[src/rtl/in_sync_pkg.sv]
// in_sync_pkg: shared pulse-mode constants and clog2 helper for in_sync_debounce.
// Contents: MODE_RISE/MODE_FALL/MODE_BOTH pulse edge selectors, clog2(v) counter sizing.
package in_sync_pkg;
    localparam int MODE_RISE = 0;
    localparam int MODE_FALL = 1;
    localparam int MODE_BOTH = 2;
    function automatic int clog2(input int v);
        int r;
        r = 0;
        while ((1 << r) < v) r++;
        return r;
    endfunction
endpackage

[src/rtl/in_sync_ch.sv]
// in_sync_ch: one channel of synchronizer chain, debounce counter, level and edge pulse.
// Ports: clk, rst (async high) | in_i raw async input | level_o debounced level | pulse_o edge pulse.
module in_sync_ch
    import in_sync_pkg::*;
#(
    parameter int STAGES = 2,
    parameter int DB_CNT = 4,
    parameter int MODE   = MODE_RISE
) (
    input  logic clk,
    input  logic rst,
    input  logic in_i,
    output logic level_o,
    output logic pulse_o
);
    localparam int CW = clog2(DB_CNT + 1);
    logic [STAGES-1:0] sync_q, sync_d;
    logic [CW-1:0]     cnt_q, cnt_d;
    logic              level_q, level_d, pulse_q, pulse_d;
    logic              s, diff, done;
    assign s    = sync_q[STAGES-1];
    assign diff = s != level_q;
    // A change is accepted only after DB_CNT consecutive disagreeing samples;
    // any agreeing sample in between zeroes the count.
    assign done = diff && cnt_q == CW'(DB_CNT - 1);
    always_comb begin
        sync_d  = {sync_q[STAGES-2:0], in_i};
        cnt_d   = (!diff || done) ? '0 : cnt_q + CW'(1);
        level_d = done ? s : level_q;
        pulse_d = done && (MODE == MODE_BOTH || (MODE == MODE_RISE ? s : !s));
    end
    always_ff @(posedge clk or posedge rst) begin
        if (rst) begin
            sync_q  <= '0;
            cnt_q   <= '0;
            level_q <= 1'b0;
            pulse_q <= 1'b0;
        end else begin
            sync_q  <= sync_d;
            cnt_q   <= cnt_d;
            level_q <= level_d;
            pulse_q <= pulse_d;
        end
    end
    assign level_o = level_q;
    assign pulse_o = pulse_q;
endmodule

[src/rtl/in_sync_debounce.sv]
// in_sync_debounce: N independent synchronize-and-debounce channels with edge pulses.
// Ports: clk, rst (async high) | in[N] raw async inputs | level[N] debounced levels | pulse[N] edge pulses.
module in_sync_debounce
    import in_sync_pkg::*;
#(
    parameter int N      = 4,
    parameter int STAGES = 2,
    parameter int DB_CNT = 4,
    parameter int MODE   = MODE_RISE
) (
    input  logic         clk,
    input  logic         rst,
    input  logic [N-1:0] in,
    output logic [N-1:0] level,
    output logic [N-1:0] pulse
);
    for (genvar i = 0; i < N; i++) begin : g_ch
        in_sync_ch #(
            .STAGES(STAGES),
            .DB_CNT(DB_CNT),
            .MODE  (MODE)
        ) u_ch (
            .clk    (clk),
            .rst    (rst),
            .in_i   (in[i]),
            .level_o(level[i]),
            .pulse_o(pulse[i])
        );
    end
endmodule

[config.mk]
export PLATFORM = sky130hd
export DESIGN_NAME = in_sync_debounce
export DESIGN_NICKNAME = d
export VERILOG_FILES = /design/src/rtl/in_sync_pkg.sv /design/src/rtl/in_sync_ch.sv /design/src/rtl/in_sync_debounce.sv
export SDC_FILE = /design/constraint.sdc
export NUM_CORES = 1
export LEC_CHECK = 0
export BUFFER_PORTS_ARGS = -buffer_cell sky130_fd_sc_hd__buf_2
export CAP_MARGIN = 20
export CORE_ASPECT_RATIO = 0.8
export CORE_UTILIZATION = 50
export CTS_BUF_LIST = sky130_fd_sc_hd__clkbuf_8 sky130_fd_sc_hd__clkbuf_16
export CTS_CLUSTER_SIZE = 10
export DETAILED_ROUTE_END_ITERATION = 12
export PLACE_DENSITY = 0.8
export SLEW_MARGIN = 0
export SYNTH_ARGS = -nofsm -noshare
export SYNTH_HDL_FRONTEND = slang
export SYNTH_SLANG_ARGS = --single-unit
[constraint.sdc]
create_clock -name clk -period 1.22 [get_ports clk]
set_input_delay 0.122 -clock clk [delete_from_list [all_inputs] [get_ports clk]]
set_output_delay 0.122 -clock clk [all_outputs]
set_load 0.02 [all_outputs]
==> results.tsv, run 1 <==
stage	metric	value	unit
run_status	status	finished, final reports clean	
critical_path	crit start category	flop	
routing	vias per cell	4.76	
clock_network	TritonCTS Sinks	28	
clock_network	post-CTS setup buffers	0	
critical_path	Slowest cell on crit path	dfrtp_1	
sta	Clock Skews	1.80	ps
logic_synthesis	Post-Synth Adder-Cell Area	9.36	%
critical_path	end point of the critical path	g_ch[1].u_ch.cnt_q[2]$_DFF_PP0_	
sta	Least-Margin Pin Slew	339	ps
clock_network	Clock Tree Root	clkbuf_8	
routing	Total Wirelength	1460	um
clock_network	number of CTS-inserted buffers	3	
clock_network	H-tree levels	1	
power_and_ir_drop	Power Dens Cells	2150	mW/mm2
place	Port Buffers	13	
sta	Slew HR	77.4	%
place	DP HPWL	1040	um
routing	initial drt markers	4	
logic_synthesis	number of enable flip-flop cells after synthesis	0	
layout	# nets final	111	
clock_network	CTS tree	built	
floorplanning	die area	0.00233	mm2
routing	DRT Pass-1 Iters	2	
power_and_ir_drop	Pwr Total	2.67	mW
floorplanning	# rows	14	
power_and_ir_drop	VDD IR max	1190	uV
logic_synthesis	top-count cell post-synth	dfrtp_1	
global_routing	first-pass GRT wire length	2560	um
clock_network	Clock Pin Slew Worst Setup and Hold Paths	90	ps
critical_path	Crit Path Class	flop to flop	
logic_synthesis	ranking of synthesized cells by area	dfrtp_1, ha_1, buf_4, nor3b_2, nor3_1	
logic_synthesis	register area share after synthesis	65.5	%
critical_path	R2R Setup Slk	100	ps
layout	post-route cell area	0.00124	mm2
job	max-cap violation count	0	
logic_synthesis	Synth Area in Compound Gates	1.87	%
global_routing	global route hottest layer	met2	
global_routing	initial antenna violation count	0	
logic_synthesis	Synth Flop Type	dfrtp_1	
critical_path	CP Data Arrival Time	1310	ps
logic_synthesis	share of the synthesized area in the top cell type	65.5	%
critical_path	most frequent CP cell	ha_1	
global_routing	GR Util met2	26.7	%
logic_synthesis	cell accounting for the most synthesized area	dfrtp_1	
layout	Layout area overhead	16.0	%
routing	routed len/inst	12.2	um
sta	max-slew violation count	0	
sta	final hold viol count	0	
critical_path	worst-path maximum fanout	2	
floorplanning	die height	43.4	um
place	DP Area	0.00111	mm2
logic_synthesis	Yosys reg bits	28	
sta	RSZ-0062 raised after global routing	no	
logic_synthesis	mux share of post-synthesis cell area	0	%
layout	Non-Filler Instances	120	
logic_synthesis	Mapped Cells	81	
place	placed insts	111	
logic_synthesis	Synth Cell Area	0.00107	mm2
sta	fin crit share	92.0	%
global_routing	GRT Util Overall	16.6	%
logic_synthesis	simple-gate portion of the synthesized area	11.2	%
global_routing	vias in the first global route	575	
layout	Antenna Cells	0	
logic_synthesis	asr flop ratio synth	100	%
logic_synthesis	Synth cell types	10	
clock_network	maximum clock path buffer count	2	
floorplanning	Starting Density	55.0	%
critical_path	Crit path required time	1400	ps
sta	final setup violation count	0	
global_routing	largest net degree at the start of global routing	29	
logic_synthesis	Avg Inst Size Synth	13.2	um2
floorplanning	core area	0.00194	mm2
critical_path	R2R depth	3	
logic_synthesis	Synth warnings	0	
sta	Setup TNS	0	ps
routing	DRC	0	
global_routing	met1 Usage GRT	19.4	%
logic_synthesis	post-synthesis xor/xnor area fraction	3.27	%
clock_network	clk_lat worst skew	270	ps
floorplanning	Die Wd	53.7	um
global_routing	GRT overflow	0	
logic_synthesis	synth cell count leaders	dfrtp_1, inv_1, buf_4, ha_1, nor3_1	
routing	DRT antenna net count	0	
power_and_ir_drop	Leak	0.614	nW
critical_path	CP peak stage delay	390	ps
layout	share of post-route cells with drive strength above 1	26.0	%
routing	Vias	571	
critical_path	RR Endpoint	g_ch[1].u_ch.cnt_q[2]$_DFF_PP0_	
critical_path	CP startpoint	g_ch[1].u_ch.cnt_q[0]$_DFF_PP0_	
min_path	Hold/Removal Path Class	flop to flop	
critical_path	FF-to-FF Start	g_ch[1].u_ch.cnt_q[0]$_DFF_PP0_	
critical_path	crit path cell chain	ha_1 -> ha_1 -> nor3_1	
layout	Final Util	63.8	%
place	Routability Congestion	0.680	
logic_synthesis	syn nets	95	
logic_synthesis	largest family of logic cells by synthesized area	simple AND/OR/NAND/NOR gates	
sta	fin crit period	1120	ps
sta	FMAX	891	MHz
floorplanning	io pins	14	
critical_path	Worst Setup End Kind	flop	
global_routing	GR Layer Usage met3	6.32	%
-- flip-flops by register name (all words and copies together) (netlist names) --
register           flops
g_ch.u_ch.level_o      4
g_ch.u_ch.pulse_o      4
g_ch.u_ch.cnt_q       12
g_ch.u_ch.sync_q       8
-- area by class of cell --
cell class,count,area (um2)
sequential,28,701
timing repair buffer,19,123
clock inverter,1,30.0
fill,137,703
multi-input combinational,36,283
inverter,9,33.8
clock buffer,3,41.3
tap,24,30.0
-- cell usage in the layout (no fill, tap or decap) --
cell and instances:
nand2_1 4, dfrtp_1 28, inv_1 9, buf_4 1, ha_1 5, nor3b_2 4
nor3_1 8, nor2_1 4, ha_2 3, xnor2_1 4, bufinv_16 1, dlygate4sd3_1 5
buf_2 13, clkbuf_8 3, o21ai_0 4
-- kinds of logic (layout without fill, tap and decap cells) --
family,after synthesis,after routing
buffers and inverters,17,32
and+or+nand+nor,20,20
adders and majority gates,8,8
DFF,28,28
AOI/OAI and AO/OA,4,4
xor gates and xnor gates,4,4
-- through the flow --
step,hold slack (ps),worst slack [ps]
2_1_floorplan,153,174
3_3_place_gp,192,108
3_5_place_dp,200,82.2
4_1_cts,366,58.7
5_1_grt,372,24.1
6_report,360,97.2
-- what timing repair did --
item / in CTS / in global routing
resized for setup: 0 / 3
hold buffers: 5 / 0
hold endpoints to repair: 32 / 0
endpoints found under the setup margin: 0 / 5
-- power breakdown --
part / internal [mW] / total (mW) / leakage, nW / switching [mW]
Combinational: 0.310 / 0.676 / 0.221 / 0.366
Sequential: 1.15 / 1.29 / 0.358 / 0.140
Clock: 0.439 / 0.706 / 0.0357 / 0.267
Total: 1.90 / 2.67 / 0.614 / 0.773
-- routing by layer --
| layer | share of wire [%] | wire (um) |
|---|---|---|
| met1 | 45 | 650 |
| met2 | 50 | 728 |
| met3 | 4.2 | 61 |
| met4 | 1.2 | 18 |
| met5 | 0 | 0 |
-- how the worst min path moves through the flow --
stage	from	endpoint	slack (ps)	depth (start not counted)
after detailed placement	rst	g_ch[3].u_ch.level_o$_DFFE_PP0P_	200	3
after global routing	g_ch[1].u_ch.sync_q[0]$_DFF_PP0_	g_ch[1].u_ch.sync_q[1]$_DFF_PP0_	370	0
after global placement	rst	g_ch[3].u_ch.pulse_o$_DFF_PP0_	190	3
final	g_ch[1].u_ch.sync_q[0]$_DFF_PP0_	g_ch[1].u_ch.sync_q[1]$_DFF_PP0_	360	0
after floorplan	in[0]	g_ch[0].u_ch.sync_q[0]$_DFF_PP0_	150	0
after CTS	g_ch[3].u_ch.sync_q[0]$_DFF_PP0_	g_ch[3].u_ch.sync_q[1]$_DFF_PP0_	370	0
-- critical path, delay by kind of cell (launching register included) --
family | cells | cell delay [ps]
adder cells (fa/ha/maj) | 2 | 470
flip-flops | 1 | 390
AND/OR/NAND/NOR | 1 | 180
Power figures use the tool's default switching activity.
==> inputs of run 2 (changes only) <==
--- a/config.mk
+++ b/config.mk
@@ -9,10 +9,11 @@
 export CAP_MARGIN = 20
 export CORE_ASPECT_RATIO = 0.8
 export CORE_UTILIZATION = 50
-export CTS_BUF_LIST = sky130_fd_sc_hd__clkbuf_8 sky130_fd_sc_hd__clkbuf_16
+export CTS_BUF_LIST = sky130_fd_sc_hd__clkbuf_16
 export CTS_CLUSTER_SIZE = 10
 export DETAILED_ROUTE_END_ITERATION = 12
 export PLACE_DENSITY = 0.8
+export SKIP_LAST_GASP = 1
 export SLEW_MARGIN = 0
 export SYNTH_ARGS = -nofsm -noshare
 export SYNTH_HDL_FRONTEND = slang
==> run 2 against run 1 <==
  * Clock power grew 34%
  * Design area increased by 2.5%
  * Critical path depth up 1
  * Clock-buffer cell count unchanged
  * Worst hold slack got worse by 5.8 ps
  * Register-to-register slack hardly changed
  * Non-clock buffer count did not move
  * Clock skew increased by 0.82 ps
  * Setup slack lost 5.3 ps
  * Core utilization increased by 1.6 points
==> results.tsv, run 2 (synthesis results as in run 1) <==
stage	metric	value	unit	change
critical_path	CP Data Arrival Time	1270	ps	-40 ps
global_routing	first-pass GRT wire length	2570	um	+0.27%
layout	# nets final	111		unchanged
sta	final hold viol count	0		unchanged
critical_path	Crit Path Class	flop to flop		
routing	DRT antenna net count	0		unchanged
sta	RSZ-0062 raised after global routing	no		
floorplanning	Starting Density	55.0	%	unchanged
job	max-cap violation count	0		unchanged
place	DP Area	0.00111	mm2	unchanged
power_and_ir_drop	Power Dens Cells	2290	mW/mm2	+6.4%
sta	Clock Skews	2.62	ps	+0.820 ps
clock_network	post-CTS setup buffers	0		unchanged
layout	most frequent cells in the layout	dfrtp_1, buf_2, inv_1, nor3_1, ha_1		
routing	Total Wirelength	1460	um	about the same
critical_path	FF-to-FF Start	g_ch[2].u_ch.cnt_q[0]$_DFF_PP0_		
min_path	min-delay src	g_ch[1].u_ch.sync_q[0]$_DFF_PP0_		
layout	max reg flops	12		unchanged
clock_network	H-tree levels	1		unchanged
sta	final setup violation count	0		unchanged
min_path	Hold/Removal Path Class	flop to flop		
critical_path	worst-path maximum fanout	5		+3
layout	post-route cell area	0.00127	mm2	+2.5%
layout	biggest regs	g_ch.u_ch.cnt_q: 12 flops, g_ch.u_ch.sync_q: 8 flops		
clock_network	maximum clock path buffer count	2		unchanged
sta	Slew HR	77.3	%	-0.087 points
critical_path	Crit path required time	1360	ps	-40 ps
place	DP HPWL	1040	um	unchanged
routing	DRT Pass-1 Iters	4		+2
global_routing	largest net degree at the start of global routing	29		unchanged
clock_network	Clock Pin Slew Worst Setup and Hold Paths	60	ps	-30 ps
min_path	Hold Crit Depth	0		unchanged
power_and_ir_drop	Leak	0.631	nW	+2.7%
clock_network	CTS tree	built		
global_routing	vias in the first global route	582		+1.2%
sta	Least-Margin Pin Slew	341	ps	+1.30 ps
place	Routability Congestion	0.680		unchanged
critical_path	CP startpoint	g_ch[2].u_ch.cnt_q[0]$_DFF_PP0_		
layout	fillers	134		-2.2%
sta	Setup TNS	0	ps	unchanged
layout	Layout area overhead	18.9	%	
critical_path	Worst Setup End Kind	flop		
place	Port Buffers	13		unchanged
power_and_ir_drop	VDD IR max	1740	uV	+46%
critical_path	crit start category	flop		
sta	max-slew violation count	0		unchanged
floorplanning	core area	0.00194	mm2	unchanged
critical_path	R2R depth	4		+1
global_routing	initial antenna violation count	0		unchanged
global_routing	GRT Util Overall	16.8	%	+0.22 points
floorplanning	io pins	14		unchanged
clock_network	Clock Tree Root	clkbuf_16		
routing	DRC	0		unchanged
clock_network	clk_lat worst skew	260	ps	about the same
global_routing	GRT overflow	0		unchanged
layout	Largest Register	g_ch.u_ch.cnt_q		
floorplanning	Die Wd	53.7	um	unchanged
routing	initial drt markers	7		+3
routing	routed len/inst	12.2	um	about the same
layout	most common cell after layout, fill and taps aside	dfrtp_1		
floorplanning	# rows	14		unchanged
layout	share of post-route cells with drive strength above 1	25.0	%	-1.0 points
sta	fin crit period	1130	ps	+5.29 ps
clock_network	number of CTS-inserted buffers	3		unchanged
run_status	status	finished, final reports clean		
sta	FMAX	886	MHz	-0.47%
routing	vias per cell	4.81		+1.1%
layout	Antenna Cells	0		unchanged
clock_network	TritonCTS Sinks	28		unchanged
floorplanning	die area	0.00233	mm2	unchanged
sta	fin crit share	92.5	%	+0.43 points
routing	Vias	577		+1.1%
floorplanning	die height	43.4	um	unchanged
==> run 2: per-stage QoR <==
stage	std cells	util [%]	hold slack (ps)	setup slack (ps)	total power [mW]
floorplan	81	-	153	174	1.86
global placement	111	57.2	192	108	1.91
detailed placement	111	57.2	200	82.2	1.98
CTS	120	65.2	359	69.2	2.94
global route	120	65.4	364	4.86	3.10
finish	120	65.4	354	91.9	2.91
==> run 2: report_power, final <==
group / switching (mW) / total [mW] / internal (mW)
clock network: 0.294 / 0.946 / 0.653
registers: 0.139 / 1.29 / 1.15
logic: 0.368 / 0.676 / 0.308
==> run 2: metal layers <==
metal,global-route usage (%),vias to the layer above,share of wire [%]
met5,0,-,0
met4,9.47,0,2.3
met3,6.32,5,4.4
met2,26.7,12,50
met1,19.4,281,44
li1,-,279,-
==> run 2: worst paths after layout <==
path,end,slack (ps)
min,g_ch[1].u_ch.sync_q[1]$_DFF_PP0_,350
max,g_ch[2].u_ch.level_o$_DFFE_PP0P_,90
max in group asynchronous,g_ch[2].u_ch.cnt_q[0]$_DFF_PP0_,500
min reg2reg,g_ch[1].u_ch.sync_q[1]$_DFF_PP0_,350
max reg2reg,g_ch[2].u_ch.level_o$_DFFE_PP0P_,90
min in group asynchronous,g_ch[3].u_ch.pulse_o$_DFF_PP0_,460
==> run 2: timing repair <==
action | CTS | global route
gates resized for setup | 0 | 2
hold buffers | 5 | 0
endpoints found under the hold margin | 32 | 0
setup endpoints to repair | 0 | 4
==> run 2: worst max-delay path, cell delays in order, from the launching register on <==
cell and delay (ps):
dfrtp_1 390, ha_1 200, ha_1 250, nand2_1 110
o21ai_0 80
==> run 2: layout make-up <==
cell class / count / area (um2) / share of cell area, %
clock buffers: 3 / 75.1 / 5.90
clock inverters: 1 / 30.0 / 2.36
inverters: 9 / 33.8 / 2.65
multi-input cells: 36 / 280 / 22.0
flip-flops and latches: 28 / 701 / 55.1
well taps: 24 / 30.0 / 2.36
repair buffers: 19 / 123 / 9.64
